===== src/rtl/lsu_pkg.sv =====
// Shared definitions for the store path of the load/store unit:
// access-size encoding, sequencer state encoding and the size-to-byte-count
// lookup used by both the sequencer and its split calculator.
package lsu_pkg;

    typedef enum logic [1:0] {
        SZ_BYTE    = 2'b00,
        SZ_HALF    = 2'b01,
        SZ_WORD    = 2'b10,
        SZ_ILLEGAL = 2'b11
    } st_size_e;

    typedef enum logic [1:0] {
        ST_IDLE  = 2'b00,
        ST_BEAT0 = 2'b01,
        ST_BEAT1 = 2'b10
    } seq_state_e;

    // Bytes covered by an access; the illegal size maps to 0 so any
    // downstream math on it yields empty byte enables.
    function automatic logic [2:0] nbytes(input logic [1:0] size);
        logic [2:0] n;
        case (size)
            SZ_BYTE: n = 3'd1;
            SZ_HALF: n = 3'd2;
            SZ_WORD: n = 3'd4;
            default: n = 3'd0;
        endcase
        return n;
    endfunction

endpackage


===== src/rtl/lsu_store_split_calc.sv =====
// Combinational split calculator for one store request.
// Ports:
//   i_off    - low two bits of the store byte address
//   i_size   - access size encoding
//   i_data   - store data, LSB-first
//   o_split  - the access crosses a word boundary (two beats)
//   o_be0    - byte enables of beat 0
//   o_be1    - byte enables of beat 1 (zero when not split)
//   o_data1  - beat-1 data: store data shifted down by the beat-0 byte count
module lsu_store_split_calc
    import lsu_pkg::*;
(
    input  logic [1:0]  i_off,
    input  logic [1:0]  i_size,
    input  logic [31:0] i_data,
    output logic        o_split,
    output logic [3:0]  o_be0,
    output logic [3:0]  o_be1,
    output logic [31:0] o_data1
);

    logic [2:0] w_nbytes;
    logic [2:0] w_end;
    logic [2:0] w_n0;
    logic [2:0] w_n1;
    logic [5:0] w_shamt;

    assign w_nbytes = nbytes(i_size);
    assign w_end    = {1'b0, i_off} + w_nbytes;
    assign o_split  = (w_end > 3'd4);
    assign w_n0     = o_split ? (3'd4 - {1'b0, i_off}) : w_nbytes;
    assign w_n1     = w_nbytes - w_n0;

    // A 5-bit intermediate lets a count of 4 produce 4'b1111.
    assign o_be0    = 4'((5'd1 << w_n0) - 5'd1);
    assign o_be1    = 4'((5'd1 << w_n1) - 5'd1);

    // Shift of 32 (n0 = 4) drains the word to zero.
    assign w_shamt  = {w_n0, 3'b000};
    assign o_data1  = i_data >> w_shamt;

endmodule


===== src/rtl/lsu_store_sequencer.sv =====
// Store sequencer: accepts one store request at a time and emits one or two
// aligned-word write beats downstream, splitting accesses that cross a word
// boundary. Illegal sizes are rejected with a one-cycle error pulse.
// Ports:
//   i_clk, i_reset            - clock, synchronous active-high reset
//   i_st_valid / o_st_ready   - store request handshake
//   i_st_addr/data/size       - store request fields
//   o_wr_valid / i_wr_ready   - write beat handshake
//   o_wr_addr/o_wdata/o_byte_en - write beat fields
//   o_addr_0                  - odd/even bank-swap select (o_wr_addr[0])
//   o_st_err                  - pulse on acceptance of an illegal size
//   o_split                   - in-flight store is a two-beat store
//
// state    | meaning
// ST_IDLE  | ready for a request, no beat presented
// ST_BEAT0 | first (or only) beat presented, waiting for i_wr_ready
// ST_BEAT1 | second beat of a split store presented
module lsu_store_sequencer
    import lsu_pkg::*;
#(
    parameter int ADDR_W = 32
) (
    input  logic              i_clk,
    input  logic              i_reset,
    input  logic              i_st_valid,
    output logic              o_st_ready,
    input  logic [ADDR_W-1:0] i_st_addr,
    input  logic [31:0]       i_st_data,
    input  logic [1:0]        i_st_size,
    output logic              o_wr_valid,
    input  logic              i_wr_ready,
    output logic [ADDR_W-1:0] o_wr_addr,
    output logic [31:0]       o_wdata,
    output logic              o_addr_0,
    output logic [3:0]        o_byte_en,
    output logic              o_st_err,
    output logic              o_split
);

    seq_state_e        r_state;
    logic              r_wr_valid;
    logic [ADDR_W-1:0] r_wr_addr;
    logic [31:0]       r_wdata;
    logic [3:0]        r_byte_en;
    logic              r_st_err;
    logic              r_split;
    // Beat-1 fields captured at acceptance so the request bus is free after.
    logic [ADDR_W-1:0] r_b1_addr;
    logic [31:0]       r_b1_data;
    logic [3:0]        r_b1_be;

    logic              w_split;
    logic [3:0]        w_be0;
    logic [3:0]        w_be1;
    logic [31:0]       w_data1;
    logic [ADDR_W-1:0] w_b1_addr;

    lsu_store_split_calc u_split_calc (
        .i_off   (i_st_addr[1:0]),
        .i_size  (i_st_size),
        .i_data  (i_st_data),
        .o_split (w_split),
        .o_be0   (w_be0),
        .o_be1   (w_be1),
        .o_data1 (w_data1)
    );

    // Wraps modulo 2^ADDR_W by truncation.
    assign w_b1_addr = {i_st_addr[ADDR_W-1:2], 2'b00} + ADDR_W'(4);

    always_ff @(posedge i_clk) begin
        if (i_reset) begin
            r_state    <= ST_IDLE;
            r_wr_valid <= 1'b0;
            r_wr_addr  <= '0;
            r_wdata    <= '0;
            r_byte_en  <= '0;
            r_st_err   <= 1'b0;
            r_split    <= 1'b0;
            r_b1_addr  <= '0;
            r_b1_data  <= '0;
            r_b1_be    <= '0;
        end else begin
            r_st_err <= 1'b0;
            case (r_state)
                ST_IDLE: begin
                    if (i_st_valid) begin
                        if (i_st_size == SZ_ILLEGAL) begin
                            r_st_err <= 1'b1;
                        end else begin
                            r_state    <= ST_BEAT0;
                            r_wr_valid <= 1'b1;
                            r_wr_addr  <= i_st_addr;
                            r_wdata    <= i_st_data;
                            r_byte_en  <= w_be0;
                            r_split    <= w_split;
                            r_b1_addr  <= w_b1_addr;
                            r_b1_data  <= w_data1;
                            r_b1_be    <= w_be1;
                        end
                    end
                end
                ST_BEAT0: begin
                    if (i_wr_ready) begin
                        if (r_split) begin
                            r_state   <= ST_BEAT1;
                            r_wr_addr <= r_b1_addr;
                            r_wdata   <= r_b1_data;
                            r_byte_en <= r_b1_be;
                        end else begin
                            r_state    <= ST_IDLE;
                            r_wr_valid <= 1'b0;
                            r_byte_en  <= '0;
                            r_split    <= 1'b0;
                        end
                    end
                end
                ST_BEAT1: begin
                    if (i_wr_ready) begin
                        r_state    <= ST_IDLE;
                        r_wr_valid <= 1'b0;
                        r_byte_en  <= '0;
                        r_split    <= 1'b0;
                    end
                end
                default: begin
                    r_state    <= ST_IDLE;
                    r_wr_valid <= 1'b0;
                    r_byte_en  <= '0;
                    r_split    <= 1'b0;
                end
            endcase
        end
    end

    assign o_st_ready = (r_state == ST_IDLE);
    assign o_wr_valid = r_wr_valid;
    assign o_wr_addr  = r_wr_addr;
    assign o_wdata    = r_wdata;
    assign o_addr_0   = r_wr_addr[0];
    assign o_byte_en  = r_byte_en;
    assign o_st_err   = r_st_err;
    assign o_split    = r_split;

endmodule


===== config.mk =====
export PLATFORM = sky130hd
export DESIGN_NAME = lsu_store_sequencer
export DESIGN_NICKNAME = d
export VERILOG_FILES = /design/src/rtl/lsu_pkg.sv /design/src/rtl/lsu_store_split_calc.sv /design/src/rtl/lsu_store_sequencer.sv
export SDC_FILE = /design/constraint.sdc
export NUM_CORES = 1
export LEC_CHECK = 0
export ABC_AREA = 0
export BUFFER_PORTS_ARGS = -buffer_cell sky130_fd_sc_hd__clkbuf_2
export CAP_MARGIN = 25
export CORE_AREA = 3 3 140 142
export CTS_CLUSTER_DIAMETER = 50
export DETAILED_ROUTE_END_ITERATION = 10
export DIE_AREA = 0 0 143 145
export GPL_ROUTABILITY_DRIVEN = 0
export SETUP_SLACK_MARGIN = 0.05
export SYNTH_ARGS = -nofsm -noshare
export SYNTH_HDL_FRONTEND = slang
export SYNTH_HIERARCHICAL = 1
export SYNTH_SLANG_ARGS = --single-unit

===== constraint.sdc =====
create_clock -name i_clk -period 5.93 [get_ports i_clk]
set_input_delay 0.8895 -clock i_clk [delete_from_list [all_inputs] [get_ports i_clk]]
set_output_delay 0.8895 -clock i_clk [all_outputs]
set_load 0.01 [all_outputs]

==> flow_summary.yaml, run 1 <==
floorplanning:
  die_h_um: 145
  dieArea_mm2: 0.02074
  initial_core_util: 0.3970
  core_area_mm2: 0.01858
  ios: 143
  rows: 50
  fp.dieW_um: 143
global_routing:
  grt_pass1_vias: 6212
  grt-ovfl-total: 0
  antenna_found_initial: 0
  grt_usage: 0.1958
  grt_start_max_net_pins: 93
  grt_pass1_wl_um: 33370
clocking:
  postCtsSetupRepairBufs: 0
  ctsHoldBuffers: 0
  cts_resized: 0
  ctsHtreeMaxLevel: 4
  path_clk_slew_ps: 60
  cts_buffers: 17
  insertion_delay_ps: 420
  cts_tree: "done"
  clk_root_buffer_cell: "clkbuf_16"
  clockBufferDepth: 2
  clock-sinks: 139
sta:
  fin_skew_ps: 9.363
  tightest_slew_ps: 1040
  fin_crit_ps: 4114
  final-hold-violation-count: 0
  setup_viol: 0
  fin_ws_ps: 1816
  setup_tns_ps: 0
  rsz0062_at_grt: "false"
  max_slew_margin: 0.3068
  hold_ws_ps: 451.3
  fmax_mhz: 243.1
  finalMaxSlewViolations: 0
  period_share: 0.6938
drt:
  drtPass1Iterations: 5
  dr.first_iter.drc_count: 417
  drc: 0
  via_count: 6692
  via_per_inst: 5.581
  routedWlPerCell_um: 17.07
  route.met2.wl_um: 9046
  ant_nets: 0
  drt_wl_total_um: 20470
  wl_met3_um: 985
  top_layer: "met4"
  drt-met1-wl_um: 10130
worst_setup_path:
  cp.arrival_ps: 4470
  worstRegToRegCells: 5
  end_kind: "register"
  path_max_fanout: 12
  required_ps: 6280
  path_class: "primary input to register"
  start_kind: "primary input"
power:
  p_total_mw: 2.652
  pwr_density_cell_mw_per_mm2: 305.2
  pwr-share-comb: 0.190
  ir_drop_uv: 203.0
  switchingPower_mw: 0.7516
  intPower_mw: 1.901
  power.leakage_nw: 3.741
  p_sw_frac: 0.2834
  seqPwrFrac: 0.398
  power_frac_clock: 0.413
cells_and_area:
  fin_util: 0.4677
  drive_above_1_share: 0.2166
  fill_cells: 1833
  num_antenna_cells: 0
  nNetsFinal: 1030
  area_growth_syn_to_layout_pct: 17.83
synthesis:
  synth_cells: 864
  synth_top_area_frac: 0.3773
  syn_avg_cell_area_um2: 8.537
  ys_ff_latch: 139
  ys.flop_type: "dfxtp_1"
  async_flop_share: 0
  synth_seq_area_share: 0.3773
  synth.distinct_cells: 65
  netlist_area_mm2: 0.007376
  syn_nets: 942
  synthTopCellsByArea: "dfxtp_1, mux2i_1, a21oi_1, a311oi_1, nand2_1"
  yosysTopAreaCell: "dfxtp_1"
  synth_warnings: 6
  synth_edf_count: 0
  yosysMostFrequentCell: "dfxtp_1"
  synth_top_cells_by_count: "dfxtp_1, a21oi_1, nand2_1"
placement:
  dp_slack_ps: 1463
  io_buffers: 142
  hpwl_um: 13480
min_path:
  hold_depth: 2
  hold_path.class: "register to register"
job:
  maxCapViolCount: 0
status:
  status: "complete, no violations"
[flip-flops by register name, summed over array words and instances (netlist names)]
register,flops
r_state,2
o_st_err,1
o_wr_addr,32
o_wr_valid,1
o_byte_en,4
r_b1_data,32
r_b1_be,4
o_split,1
r_b1_addr,30
o_wdata,32
[area by class of cell]
type / count / area (um2) / share of cell area
Inverter: 20 / 76.32 / 0.008782
Tap cell: 234 / 292.8 / 0.03369
Clock buffer: 21 / 460.4 / 0.05298
Timing Repair Buffer: 150 / 785.8 / 0.09041
Clock inverter: 11 / 142.6 / 0.01641
Multi-Input combinational cell: 624 / 4150 / 0.4775
Sequential cell: 139 / 2783 / 0.3202
[worst paths after layout]
| check | endpoint | from | slack [ps] |
|---|---|---|---|
| max | r_b1_be[2] | i_st_size[0] | 1820 |
| min | r_b1_data[3] | r_b1_data[3] | 450 |
| max reg2reg | o_wdata[26] | r_state[0] | 3180 |
| min reg2reg | r_b1_data[3] | r_b1_data[3] | 450 |
[power groups by stage]
| stage | Combinational, mW | Clock (mW) | Sequential, mW |
|---|---|---|---|
| final | 0.503 | 1.09 | 1.05 |
| after global routing | 0.561 | 1.15 | 1.06 |
| after CTS | 0.502 | 1.12 | 1.05 |
| after detailed placement | 0.499 | 0 | 1.07 |
| after global placement | 0.497 | 0 | 1.07 |
| after floorplan | 0.334 | 0 | 1.09 |
[cells in the final DEF (no fill, tap or decap), drive strengths merged, types with 2 or more instances in the layout]
master      n
nor4        8
and2       11
nand2     115
ha          8
nand2b      5
a31oi      11
clkinv      7
xor2        6
o31ai       5
or4         8
nand3       9
o211a       8
xnor2      11
mux2i      76
buf         9
or2         2
and3        8
nand4      12
bufinv      3
clkbuf    162
dfxtp     139
o21bai      9
a21boi      2
mux2        9
inv        19
nor2       45
nor3        7
and4        4
clkinvlp    2
o2bb2ai     2
a21oi     119
o22ai       8
a311oi     65
o221ai      2
o21ai      13
a211oi     17
or3         9
[metrics by stage]
step / cell area (um2) / instances
final: 8691 / 1199
after global routing: 8691 / 1199
after CTS: 8671 / 1198
after detailed placement: 8068 / 1166
after global placement: 8068 / 1166
after floorplan: 7376 / 864
[per-layer routing]
layer / GRT usage / up-vias
li1: - / 3378
met1: 0.2835 / 3146
met2: 0.2914 / 148
met3: 0.04153 / 20
met4: 0.05941 / 0
met5: 0 / -
[logic make-up after synthesis]
group / Yosys count / synth area share
AO/OA/AOI/OAI: 266 / 0.2436
AND/OR/NAND/NOR: 247 / 0.1632
flip-flops: 139 / 0.3773
buffers and inverters: 101 / 0.06175
multiplexers: 85 / 0.1191
XOR/XNOR: 17 / 0.02019
adder cells (fa/ha/maj): 9 / 0.01493
[worst max-delay path, stage by stage]
cell and delay (ps):
clkbuf_2 240, inv_1 110, nor2_1 330, xnor2_1 120, ha_1 310, maj3_1 400, o2bb2ai_4 180, ha_1 160
inv_1 40, ha_1 220, or4_1 400, a21boi_0 290, nor3_1 150, nand3b_1 140, ha_1 170, xor2_1 140
nand2_1 60, a21oi_1 120
(Power assumes the default switching activity.)
==> inputs of run 2 (changes only) <==
- clock period: 5.93 -> 3.8 ns (I/O delays scaled with it)
==> run 2 against run 1 <==
Effect of this change: count of clock-buffer cells in the layout shrank 1; setup slack lost 1400 ps; design area grew 2.3%; critical path depth is the same; total power grew 63%; non-clock buffer count grew 15; die area is the same; register-to-register slack lost 1700 ps; first-iteration DRC count shrank 12%; clock power grew 72%; via count grew 1.1%; cell count grew 1.3%; largest cell class unchanged; largest power group unchanged.
==> flow_summary.yaml, run 2 (synthesis gave the netlist of run 1 again) <==
power:
  pwr_density_cell_mw_per_mm2: 485.1
  ir_drop_uv: 313.6
  p_total_mw: 4.311
  power.leakage_nw: 3.848
sta:
  period_share: 0.8789
  final-hold-violation-count: 0
  fmax_mhz: 299.4
  max_slew_margin: 0.4261
  setup_tns_ps: 0
  fin_skew_ps: 21.92
  finalMaxSlewViolations: 0
  tightest_slew_ps: 853.0
  setup_viol: 0
  fin_ws_ps: 460.1
  fin_crit_ps: 3340
  rsz0062_at_grt: "false"
clocking:
  clockBufferDepth: 2
  postCtsSetupRepairBufs: 0
  cts_tree: "done"
  cts_resized: 0
  clk_root_buffer_cell: "clkbuf_16"
  insertion_delay_ps: 430
  ctsHtreeMaxLevel: 4
  path_clk_slew_ps: 60
  ctsHoldBuffers: 0
  cts_buffers: 17
  clock-sinks: 139
floorplanning:
  dieArea_mm2: 0.02074
  die_h_um: 145
  fp.dieW_um: 143
  rows: 50
  core_area_mm2: 0.01858
  ios: 143
  initial_core_util: 0.3970
min_path:
  hold_path.class: "primary input to register"
  hold_path_end: "o_st_err"
  hold_start: "i_st_valid"
  hold_depth: 3
worst_setup_path:
  end_kind: "register"
  r2r_slack_ps: 1440
  worstRegToRegCells: 4
  cp-startpoint: "i_st_size[0]"
  path_max_fanout: 5
  start_kind: "primary input"
  worst_r2r_endpoint: "o_wdata[4]"
  required_ps: 4150
  cp.arrival_ps: 3690
  r2r_start: "r_state[1]"
  path_class: "primary input to register"
cells_and_area:
  fin_util: 0.4783
  layout_common_cells: "clkbuf_2, dfxtp_1, a21oi_1, nand2_1, mux2i_1"
  num_antenna_cells: 0
  nNetsFinal: 1045
  area_growth_syn_to_layout_pct: 20.49
  layout_commonest_cell: "clkbuf_2"
  drive_above_1_share: 0.2306
global_routing:
  grt_start_max_net_pins: 88
  antenna_found_initial: 0
  grt_pass1_wl_um: 33120
  grt-ovfl-total: 0
  grt_pass1_vias: 6251
  grt_usage: 0.1954
drt:
  ant_nets: 0
  via_per_inst: 5.571
  routedWlPerCell_um: 16.76
  drt_wl_total_um: 20350
  drtPass1Iterations: 5
  dr.first_iter.drc_count: 365
  via_count: 6763
  drc: 0
placement:
  hpwl_um: 13830
  dp_slack_ps: 51.38
  io_buffers: 142
job:
  maxCapViolCount: 0
status:
  status: "complete, no violations"
-- run 2: changes by cell type in the layout (fill, tap and decap cells not counted) --
cell,before,now
nor2_4,0,1
clkbuf_1,2,1
buf_12,1,2
clkinvlp_4,2,1
bufinv_16,3,5
clkinv_2,5,1
inv_6,1,2
clkinv_4,1,4
buf_4,8,22
nor2_1,44,43
-- run 2: metrics by stage --
step                hold WS (ps)  area, um2  instances
finish                     358.7       8887       1214
CTS                        335.7       8880       1213
global placement           441.5       8213       1181
floorplan                  432.1       7383        864
detailed placement         446.5       8213       1181
global route               389.4       8887       1214
-- run 2: layer usage --
| layer | up-vias | GRT usage | share of wire |
|---|---|---|---|
| met5 | - | 0 | 0 |
| met4 | 0 | 0.05751 | 0.013 |
| met3 | 20 | 0.04120 | 0.049 |
| met2 | 163 | 0.2932 | 0.45 |
| met1 | 3167 | 0.2817 | 0.49 |
| li1 | 3413 | - | - |
-- run 2: how the worst max path moves through the flow --
stage | slack [ps] | endpoint
3_5_place_dp | 50 | r_b1_be[2]
5_1_grt | 200 | r_b1_be[2]
6_report | 460 | r_b1_be[2]
4_1_cts | 490 | r_b1_be[2]
3_3_place_gp | 160 | r_b1_be[2]
2_1_floorplan | 90 | r_b1_be[2]
-- run 2: worst max-delay path, stage by stage --
cell and delay (ps):
clkbuf_2 110, inv_1 140, nor2_4 50, xnor2_1 120, ha_1 290, maj3_1 400, o2bb2ai_4 140, ha_1 150
inv_1 40, ha_1 220, or4_1 410, a21boi_0 280, nor3_1 140, nand3b_1 140, ha_1 180, xor2_1 140
nand2_1 60, a21oi_1 120
-- run 2: area by class of cell --
type / instances / area [um2]
repair buffers: 165 / 910.9
flip-flops and latches: 139 / 2783
clock buffers: 20 / 456.7
multi-input cells: 624 / 4158
well taps: 234 / 292.8
clock inverters: 12 / 210.2
fillers: 1868 / 9693
inverters: 20 / 76.32
-- run 2: power breakdown --
group          internal [mW]  switching, mW  total, mW
registers               1.58         0.0652       1.65
clock network           1.21          0.659       1.87
logic                  0.334          0.466      0.799
